`src/rtl/pipe_hazard_ctrl_pkg.sv`:
```
`default_nettype none
// ============================================================================
// Module   : pipe_hazard_ctrl_pkg
// Brief    : Shared state encodings, constants and control bundle type for
//            the pipeline hazard sequencer.
// Revision : 1.0
// ============================================================================
package pipe_hazard_ctrl_pkg;

    localparam logic [1:0] c_ST_RUN      = 2'd0;
    localparam logic [1:0] c_ST_MEM_WAIT = 2'd1;
    localparam logic [1:0] c_ST_ERROR    = 2'd2;

    localparam logic [4:0] c_REG_ZERO = 5'd0;

    typedef struct packed {
        logic pc_en;
        logic if_id_en;
        logic if_id_flush;
        logic id_ex_en;
        logic id_ex_flush;
        logic ex_mem_en;
    } hz_ctrl_t;

endpackage
`default_nettype wire

```
`src/rtl/pipe_hazard_ctrl_if.sv`:
```
`default_nettype none
// ============================================================================
// Module   : pipe_hazard_ctrl_if
// Brief    : Hazard-unit bundle between the stage registers and the sequencer.
// Revision : 1.0
// ============================================================================
interface pipe_hazard_ctrl_if #(
    parameter int CNT_W = 32
);
    logic [4:0]       id_rs;
    logic [4:0]       id_rt;
    logic             id_uses_rt;
    logic             ex_mem_read;
    logic [4:0]       ex_rt;
    logic             ex_branch_taken;
    logic             mem_op_valid;
    logic             dmem_ack;
    logic             dmem_req;
    logic             pc_en;
    logic             if_id_en;
    logic             if_id_flush;
    logic             id_ex_en;
    logic             id_ex_flush;
    logic             ex_mem_en;
    logic             mem_wb_bubble;
    logic             bus_err;
    logic [CNT_W-1:0] stall_cycles;

    modport master (
        input  id_rs, id_rt, id_uses_rt, ex_mem_read, ex_rt,
               ex_branch_taken, mem_op_valid, dmem_ack,
        output dmem_req, pc_en, if_id_en, if_id_flush, id_ex_en,
               id_ex_flush, ex_mem_en, mem_wb_bubble, bus_err, stall_cycles
    );

    modport slave (
        output id_rs, id_rt, id_uses_rt, ex_mem_read, ex_rt,
               ex_branch_taken, mem_op_valid, dmem_ack,
        input  dmem_req, pc_en, if_id_en, if_id_flush, id_ex_en,
               id_ex_flush, ex_mem_en, mem_wb_bubble, bus_err, stall_cycles
    );
endinterface
`default_nettype wire

```
`src/rtl/pipe_hazard_ctrl_hazard_detect.sv`:
```
`default_nettype none
// ============================================================================
// Module   : pipe_hazard_ctrl_hazard_detect
// Brief    : Combinational branch / load-use priority resolution.
// Revision : 1.0
// ============================================================================
module pipe_hazard_ctrl_hazard_detect
    import pipe_hazard_ctrl_pkg::*;
(
    input  wire logic [4:0] id_rs,
    input  wire logic [4:0] id_rt,
    input  wire logic       id_uses_rt,
    input  wire logic       ex_mem_read,
    input  wire logic [4:0] ex_rt,
    input  wire logic       ex_branch_taken,
    output hz_ctrl_t        ctrl
);
    logic w_load_use;

    // r0 is hardwired, so a load targeting it never creates a dependency
    assign w_load_use = ex_mem_read && (ex_rt != c_REG_ZERO) &&
                        ((ex_rt == id_rs) || (id_uses_rt && (ex_rt == id_rt)));

    always_comb begin
        ctrl = '{pc_en: 1'b1, if_id_en: 1'b1, if_id_flush: 1'b0,
                 id_ex_en: 1'b1, id_ex_flush: 1'b0, ex_mem_en: 1'b1};
        if (ex_branch_taken) begin
            ctrl.if_id_flush = 1'b1;
            ctrl.id_ex_flush = 1'b1;
        end else if (w_load_use) begin
            ctrl.pc_en       = 1'b0;
            ctrl.if_id_en    = 1'b0;
            ctrl.id_ex_flush = 1'b1;
        end
    end

endmodule
`default_nettype wire

```
`src/rtl/pipe_hazard_ctrl.sv`:
```
`default_nettype none
// ============================================================================
// Module   : pipe_hazard_ctrl
// Brief    : Stall/flush sequencer for the 5-stage pipeline with data-memory
//            wait handling, watchdog and stall counter.
// Revision : 1.0
// ============================================================================
module pipe_hazard_ctrl
    import pipe_hazard_ctrl_pkg::*;
#(
    parameter int TIMEOUT = 16,
    parameter int CNT_W   = 32
) (
    input  wire logic          clk,
    input  wire logic          rst,
    pipe_hazard_ctrl_if.master bus
);
    localparam int c_WAIT_W = $clog2(TIMEOUT) + 1;

    logic [1:0]          r_state;
    logic [c_WAIT_W-1:0] r_wait_cnt;
    logic [CNT_W-1:0]    r_stall_cycles;
    logic                r_bus_err;

    hz_ctrl_t w_hz;
    hz_ctrl_t w_ctrl;
    logic     w_req;
    logic     w_bubble;

    pipe_hazard_ctrl_hazard_detect u_hazard_detect (
        .id_rs           (bus.id_rs),
        .id_rt           (bus.id_rt),
        .id_uses_rt      (bus.id_uses_rt),
        .ex_mem_read     (bus.ex_mem_read),
        .ex_rt           (bus.ex_rt),
        .ex_branch_taken (bus.ex_branch_taken),
        .ctrl            (w_hz)
    );

    // A pending memory access freezes the whole pipe; hazards resolve only
    // when the memory side is not holding it.
    always_comb begin
        w_ctrl   = '0;
        w_req    = 1'b0;
        w_bubble = 1'b0;
        if (!rst) begin
            case (r_state)
                c_ST_RUN: begin
                    w_req = bus.mem_op_valid;
                    if (bus.mem_op_valid && !bus.dmem_ack) w_bubble = 1'b1;
                    else                                   w_ctrl   = w_hz;
                end
                c_ST_MEM_WAIT: begin
                    w_req = 1'b1;
                    if (bus.dmem_ack) w_ctrl   = w_hz;
                    else              w_bubble = 1'b1;
                end
                default: w_bubble = 1'b1;
            endcase
        end
    end

    always_ff @(posedge clk) begin
        if (rst) begin
            r_state        <= c_ST_RUN;
            r_wait_cnt     <= '0;
            r_stall_cycles <= '0;
            r_bus_err      <= 1'b0;
        end else begin
            if (!w_ctrl.pc_en && (r_stall_cycles != '1))
                r_stall_cycles <= r_stall_cycles + CNT_W'(1);
            case (r_state)
                c_ST_RUN: begin
                    if (bus.mem_op_valid && !bus.dmem_ack) begin
                        r_state    <= c_ST_MEM_WAIT;
                        r_wait_cnt <= c_WAIT_W'(1);
                    end
                end
                c_ST_MEM_WAIT: begin
                    if (bus.dmem_ack) begin
                        r_state    <= c_ST_RUN;
                        r_wait_cnt <= '0;
                    end else if (r_wait_cnt == c_WAIT_W'(TIMEOUT - 1)) begin
                        r_state   <= c_ST_ERROR;
                        r_bus_err <= 1'b1;
                    end else begin
                        r_wait_cnt <= r_wait_cnt + c_WAIT_W'(1);
                    end
                end
                default: begin
                    r_state   <= c_ST_ERROR;
                    r_bus_err <= 1'b1;
                end
            endcase
        end
    end

    assign bus.dmem_req      = w_req;
    assign bus.pc_en         = w_ctrl.pc_en;
    assign bus.if_id_en      = w_ctrl.if_id_en;
    assign bus.if_id_flush   = w_ctrl.if_id_flush;
    assign bus.id_ex_en      = w_ctrl.id_ex_en;
    assign bus.id_ex_flush   = w_ctrl.id_ex_flush;
    assign bus.ex_mem_en     = w_ctrl.ex_mem_en;
    assign bus.mem_wb_bubble = w_bubble;
    // Registered status is masked during reset so every output reads zero
    assign bus.bus_err       = r_bus_err & ~rst;
    assign bus.stall_cycles  = rst ? '0 : r_stall_cycles;

endmodule
`default_nettype wire

```
`src/flat_wrapper.sv`:
```
// flat-port wrapper written by rule: the top's interface ports become plain ports
module pipe_hazard_ctrl_flat import pipe_hazard_ctrl_pkg::*;
#(
    parameter int TIMEOUT = 16,
    parameter int CNT_W   = 32
)
  (clk, rst, bus_id_rs, bus_id_rt, bus_id_uses_rt, bus_ex_mem_read, bus_ex_rt, bus_ex_branch_taken, bus_mem_op_valid, bus_dmem_ack, bus_dmem_req, bus_pc_en, bus_if_id_en, bus_if_id_flush, bus_id_ex_en, bus_id_ex_flush, bus_ex_mem_en, bus_mem_wb_bubble, bus_bus_err, bus_stall_cycles);
  pipe_hazard_ctrl_if #(.CNT_W(CNT_W)) bus_i ();
  input  wire logic clk;
  input  wire logic rst;
  input wire logic [$bits(bus_i.id_rs)-1:0] bus_id_rs;
  input wire logic [$bits(bus_i.id_rt)-1:0] bus_id_rt;
  input wire logic [$bits(bus_i.id_uses_rt)-1:0] bus_id_uses_rt;
  input wire logic [$bits(bus_i.ex_mem_read)-1:0] bus_ex_mem_read;
  input wire logic [$bits(bus_i.ex_rt)-1:0] bus_ex_rt;
  input wire logic [$bits(bus_i.ex_branch_taken)-1:0] bus_ex_branch_taken;
  input wire logic [$bits(bus_i.mem_op_valid)-1:0] bus_mem_op_valid;
  input wire logic [$bits(bus_i.dmem_ack)-1:0] bus_dmem_ack;
  output wire logic [$bits(bus_i.dmem_req)-1:0] bus_dmem_req;
  output wire logic [$bits(bus_i.pc_en)-1:0] bus_pc_en;
  output wire logic [$bits(bus_i.if_id_en)-1:0] bus_if_id_en;
  output wire logic [$bits(bus_i.if_id_flush)-1:0] bus_if_id_flush;
  output wire logic [$bits(bus_i.id_ex_en)-1:0] bus_id_ex_en;
  output wire logic [$bits(bus_i.id_ex_flush)-1:0] bus_id_ex_flush;
  output wire logic [$bits(bus_i.ex_mem_en)-1:0] bus_ex_mem_en;
  output wire logic [$bits(bus_i.mem_wb_bubble)-1:0] bus_mem_wb_bubble;
  output wire logic [$bits(bus_i.bus_err)-1:0] bus_bus_err;
  output wire logic [$bits(bus_i.stall_cycles)-1:0] bus_stall_cycles;
  assign bus_i.id_rs = bus_id_rs;
  assign bus_i.id_rt = bus_id_rt;
  assign bus_i.id_uses_rt = bus_id_uses_rt;
  assign bus_i.ex_mem_read = bus_ex_mem_read;
  assign bus_i.ex_rt = bus_ex_rt;
  assign bus_i.ex_branch_taken = bus_ex_branch_taken;
  assign bus_i.mem_op_valid = bus_mem_op_valid;
  assign bus_i.dmem_ack = bus_dmem_ack;
  assign bus_dmem_req = bus_i.dmem_req;
  assign bus_pc_en = bus_i.pc_en;
  assign bus_if_id_en = bus_i.if_id_en;
  assign bus_if_id_flush = bus_i.if_id_flush;
  assign bus_id_ex_en = bus_i.id_ex_en;
  assign bus_id_ex_flush = bus_i.id_ex_flush;
  assign bus_ex_mem_en = bus_i.ex_mem_en;
  assign bus_mem_wb_bubble = bus_i.mem_wb_bubble;
  assign bus_bus_err = bus_i.bus_err;
  assign bus_stall_cycles = bus_i.stall_cycles;
  pipe_hazard_ctrl #(.TIMEOUT(TIMEOUT), .CNT_W(CNT_W)) u_core (.clk(clk), .rst(rst), .bus(bus_i));
endmodule
```
`config.mk`:
```
export PLATFORM = sky130hd
export DESIGN_NAME = pipe_hazard_ctrl_flat
export DESIGN_NICKNAME = d
export VERILOG_FILES = /design/src/rtl/pipe_hazard_ctrl_pkg.sv /design/src/rtl/pipe_hazard_ctrl_if.sv /design/src/rtl/pipe_hazard_ctrl_hazard_detect.sv /design/src/rtl/pipe_hazard_ctrl.sv /design/src/flat_wrapper.sv
export SDC_FILE = /design/constraint.sdc
export NUM_CORES = 1
export LEC_CHECK = 0
export BUFFER_PORTS_ARGS = -buffer_cell sky130_fd_sc_hd__buf_4
export CORE_MARGIN = 2
export CORE_UTILIZATION = 48
export DETAILED_ROUTE_END_ITERATION = 10
export PLACE_DENSITY = 0.86
export SKIP_LAST_GASP = 1
export SYNTH_ARGS = -nofsm -noshare
export SYNTH_HDL_FRONTEND = slang
export SYNTH_SLANG_ARGS = --single-unit
export TNS_END_PERCENT = 1
```
`constraint.sdc`:
```
create_clock -name clk -period 2.2 [get_ports clk]
set_input_delay 0.22 -clock clk [delete_from_list [all_inputs] [get_ports clk]]
set_output_delay 0.22 -clock clk [all_outputs]
set_load 0.01 [all_outputs]
```
==> Word-level counts from Yosys, hierarchy flattened <==
Cells that the tools add are included.
{ "totals": {"ff_bits": 40, "latchBits": 0, "mem_bits_rw": 0, "romBits": 0, "inputBits": 22, "out_inout_bits": 41, "wordCells": 60, "n_memories": 0} }
{ "op_classes": {"add_sub_neg": 2, "multipliers": 0, "div": 0, "n_lt_le_gt_ge": 0, "eq_ne": 10, "n_shift": 0, "n_mux": 27, "n_bitwise": 3, "reduce_logical": 14} }
{ "op_table": {"columns": ["operator", "n"], "rows": [
  ["32-bit by 1-bit adder with 32-bit output (second input constant)", 1],
  ["32-bit 2-to-1 mux", 1],
  ["32-bit inequality test (second input constant)", 1],
  ["6-bit 2-to-1 mux", 3],
  ["5-bit 2-to-1 mux", 3],
  ["6-bit case mux with 2 select lines", 1],
  ["5-bit == test", 2],
  ["2-bit 2-to-1 mux", 5],
  ["5-bit case mux with 2 select lines", 1],
  ["1-bit 2-to-1 mux", 9],
  ["1-bit case mux with 2 select lines", 3],
  ["3-bit AND reduction", 2],
  ["5-bit by 1-bit adder with 5-bit output (second input constant)", 1],
  ["5-bit by 4-bit == test with 1-bit output (second input constant)", 1],
  ["1-bit logical AND", 5],
  ["5-bit nonzero test", 1],
  ["2-bit by 1-bit inequality test with 1-bit output (second input constant)", 2],
  ["2-bit case mux with 2 select lines", 1],
  ["3-bit by 2-bit inequality test with 1-bit output (second input constant)", 1],
  ["3-bit inequality test (second input constant)", 1],
  ["2-bit by 1-bit == test with 1-bit output (second input constant)", 1],
  ["1-bit zero test", 2],
  ["2-bit zero test", 1],
  ["2-bit inequality test (second input constant)", 1],
  ["other kinds (5)", 6]
]} }

==> Logic depth before layout (Yosys ltp) <==
{ "depth": {"ltp_word": 11, "ltp_mapped": 9, "mapped_depth_nobuf": 9} }

==> Hierarchy <==
A second synthesis with hierarchy kept.
{ "unflattened": {"cells_unflattened": 308, "hier_area_um2": 2459.9} }
{ "by_module_without_submodules": {"columns": ["module", "n_inst", "cells_per_inst", "area_each_um2", "seq_area_each_um2"], "rows": [
  ["pipe_hazard_ctrl", 1, 285, 2282.2, 800.8],
  ["pipe_hazard_ctrl_hazard_detect", 1, 23, 177.7, 0.0]
]} }

==> Worst setup path after synthesis <==
No wires, ideal clock.
{ "synth_timing": {"path_type": "register -> register", "start": "reg u_core.r_stall_cycles[13]", "end": "reg u_core.r_stall_cycles[28]", "arrival_time_ps": 1966, "t_required_ps": 2079, "path_slack_ps": 113, "stages_incl_launch_ff": 8, "n_path_buf": 1, "period_less_slack_ps": 2087, "cell_sequence": "dfxtp_1 > and4_4 > and3_1 > buf_4 > nand2_2 > or4_4 > nor3_1 > mux2_2"} }
{ "synth_via": {"elab_chain_cells": 2, "elab_cells_between_ends": 3} }
{ "synth_rtl": {"columns": ["item", "line", "text"], "rows": [
  ["from (decl)", "pipe_hazard_ctrl.sv:22", "logic [CNT_W-1:0] r_stall_cycles;"],
  ["from (signal assigned)", "pipe_hazard_ctrl.sv:71", "r_stall_cycles <= r_stall_cycles + CNT_W'(1);"],
  ["parallel branches: the longest is 2 deep, another holds 32-bit by 1-bit adder with 32-bit output", null, null]
]} }
Parallel ways; which one is timed is not known.
A chain may end at the register's enable or synchronous reset.

==> Worst setup path after layout <==
{ "layout_timing": {"start": "reg u_core.r_stall_cycles[0]", "end": "reg u_core.r_stall_cycles[28]"} }
The elaborated chain is that of the path after synthesis.

==> flow_summary.toml <==
[drt]
drt-wirelength-per-cell_um = 13.0
met2_length_um = 2770
vias = 2372
drt_iter0_drc = 95
vias_per_cell = 5.47
wl_um = 5630
remaining_drc_errors = 0
dr.pass1.iters = 4
met3_length_um = 286
wl_met1_um = 2500
top_layer = "met4"
ant_nets = 0

[global_routing]
antenna_found_initial = 0
grt_pass1_vias = 2165
track_usage_pct = 20.6
gr-total-overflow = 0
grt_max_degree = 74
grt_pass1_wl_um = 9070

[sta]
fin_crit_ns = 2.12
hold_viol_final = 0
skew_ns = 0.00819
fmax_ghz = 0.471
finalMaxSlewViolations = 0
setup_violations = 0
whs_ns = 0.248
tightest_slew_ns = 0.676
worst_slack_ns = 0.0776
relSlewSlack_pct = 55.0
finalCritPeriodShare_pct = 96.5
grt_setup_unrepaired = "yes"

[pwr]
clockPowerShare_pct = 36.4
ir_worst_vdd_mv = 0.347
p_int_uw = 1060
p_switching_uw = 363
pwr_density_cell_nw_per_um2 = 460
swShare_pct = 25.5
power_frac_seq_pct = 51.8
power.leakage_uw = 0.00128
pwr-share-comb_pct = 11.8

[yosys]
yosys.area.top_type = "dfxtp_1"
ys_async_sr_fraction_pct = 0
ys_types = 44
synth_cells = 305
synth.net_count = 330
ys_seq_area_share_pct = 33.0
yosys_most_used_dff = "dfxtp_1"
ys_ff_latch = 40
synth_top_area_share_pct = 33.0
ys_top_cells_by_area = "dfxtp_1, nor2b_1, mux2_2"
syn-mean-instance-area_um2 = 7.96
yosys_warnings = 0
synth_edf_count = 0
synth_area_um2 = 2430

[setup_path]
cp_top_family = "simple AND/OR/NAND/NOR gates"
rr_worst_depth = 7
crit_buf_inv = 0
crit_cells = 7
r2r_setup_slack_ns = 0.08
cp-endpoint = "u_core.r_stall_cycles[28]"
path_class = "flip-flop to flip-flop"
cpMaxStageDelayCell = "or4_4"
r2r-end = "u_core.r_stall_cycles[28]"
worst-path-max-fanout = 5
path_cells = "ha_1 > nand2_1 > nor2_2 > nand2_2 > or4_4 > nor3_1 > mux2_2"
required_ns = 2.39
crit_path_end_kind = "flip-flop"
cp-startpoint = "u_core.r_stall_cycles[0]"
cpPeakStageDelay_ns = 0.55
crit-reg2reg-launch = "u_core.r_stall_cycles[0]"
critPathArrivalTime_ns = 2.32
crit_path_start_kind = "flip-flop"

[place]
io_buffers = 62
gp_congestion = 0.805
dp_hpwl_um = 4080
pre_cts_ws_ns = -0.0459
dpl_cell_area_um2 = 3000

[flow_run]
drv_cap = 0

[layout]
nFillCells = 438
finalNetCount = 391
drive_gt1_share_pct = 29.4
ff_latch_area_um2 = 801
fin_area_um2 = 3100
area_delta_synth_final_pct = 27.6
fin_util_pct = 64.7
multi_input_area_um2 = 1520
n_antenna_cell = 0

[clock_network]
cts_buffer_depth = 2
cts_tree = "done"
htree_levels = 2
cts-root-buf = "clkbuf_8"
cts_buffers = 5
clock_sinks = 40
clkTransAtPathRegs_ns = 0.08
clk_latency_ns = 0.31

[floorplan]
fp.dieH_um = 75.1
die_width_um = 75.1
design.core.area_um2 = 4790
io_pins = 63
die_area_um2 = 5640
start_util_pct = 50.7
row_count = 25

[worst_hold_path]
hp-class = "primary input to flip-flop"

[status]
status = "complete, no violations"
## worst register-to-register path, stage by stage, from the launching register on
cell and delay (ns):
dfxtp_1 0.40, ha_1 0.21, nand2_1 0.10, nor2_2 0.16
nand2_2 0.06, or4_4 0.55, nor3_1 0.19, mux2_2 0.35
## metal layers
layer	global-route usage [%]	up-vias
met5	0	-
met4	6.75	0
li1	-	1212
met1	24.8	1088
met3	5.49	6
met2	35.5	66
## cell type report
cell class / count / share of cell area [%]
clock inverters: 2 / 0.323
clock buffers: 6 / 2.67
flip-flops and latches: 40 / 25.8
inverters: 3 / 0.363
repair buffers: 75 / 19.0
multi-input cells: 241 / 49.1
well taps: 67 / 2.71
## sequential cells by signal, indices dropped and copies added, names as in the netlist
| name | count |
|---|---|
| u_core.r_bus_err | 1 |
| u_core.r_stall_cycles | 32 |
| u_core.r_wait_cnt | 5 |
| u_core.r_state | 2 |
## worst min path at each step
stage	from	slack (ns)	endpoint	depth (start not counted)
global placement	u_core.r_wait_cnt[4]	0.44	u_core.r_wait_cnt[4]	2
CTS	bus_dmem_ack	0.25	u_core.r_state[1]	4
detailed placement	u_core.r_wait_cnt[4]	0.47	u_core.r_wait_cnt[4]	2
finish	bus_dmem_ack	0.25	u_core.r_state[1]	4
floorplan	bus_dmem_ack	0.41	u_core.r_state[1]	3
global route	bus_dmem_ack	0.26	u_core.r_state[0]	2
## cell families (layout without fill, tap and decap cells)
family / after synthesis / count (layout) / share of synthesized area (%)
fa+ha+maj: 3 / 3 / 1.55
buf+inv: 24 / 86 / 4.59
mux: 19 / 19 / 8.76
xor+xnor: 12 / 12 / 4.33
compound gates: 42 / 42 / 10.0
flops: 40 / 40 / 33.0
simple gates: 165 / 165 / 37.8
## metrics by stage
| step | power, uW | cells | TNS [ns] |
|---|---|---|---|
| 2_1_floorplan | 850 | 305 | 0 |
| 3_3_place_gp | 919 | 426 | 0 |
| 6_report | 1430 | 434 | 0 |
| 4_1_cts | 1440 | 434 | 0 |
| 3_5_place_dp | 924 | 426 | -0.0648 |
| 5_1_grt | 1480 | 434 | -0.0947 |
## cell usage in the layout, fill, tap and decap left out, types with 4 or more instances in the layout
master,instances
nor2_1,33
nor2b_1,33
nand2_1,12
dfxtp_1,40
xor2_1,11
nor4_1,4
buf_4,73
nand3_1,14
nor3_1,16
mux2_2,18
o21ai_0,11
nand4_1,12
and3_1,9
clkbuf_8,6
or4_1,6
a21oi_1,18
o31ai_1,5
or3_1,8
## cells in the mapped netlist, types with 2 or more instances
cell type and count:
and3_1 9, nor3_1 16, o31ai_1 5, dfxtp_1 40, or4_1 6, and2_1 3
nor2b_1 33, ha_1 3, nand2_1 12, xor2_1 11, nor3b_1 2, a21oi_1 18
nor2_1 33, o21ai_0 12, nor4_1 5, mux2_2 18, buf_1 3, nand3_1 14
and4_1 2, buf_2 5, inv_1 3, clkbuf_1 9, or3_1 8, buf_4 4
nand4_1 12
## power by group through the flow
stage	sequential, uW	combinational, uW	clock (uW)
5_1_grt	740	189	549
3_3_place_gp	754	165	0
4_1_cts	738	170	530
6_report	738	169	518
2_1_floorplan	753	97.2	0
3_5_place_dp	755	169	0
## what timing repair did
action | in CTS | in global routing
endpoints found under the setup margin | 0 | 14
hold buffers | 0 | 0
resized for setup | 0 | 2
buffers inserted | 0 | 0
Note: power is estimated with default switching activity, not from simulation.
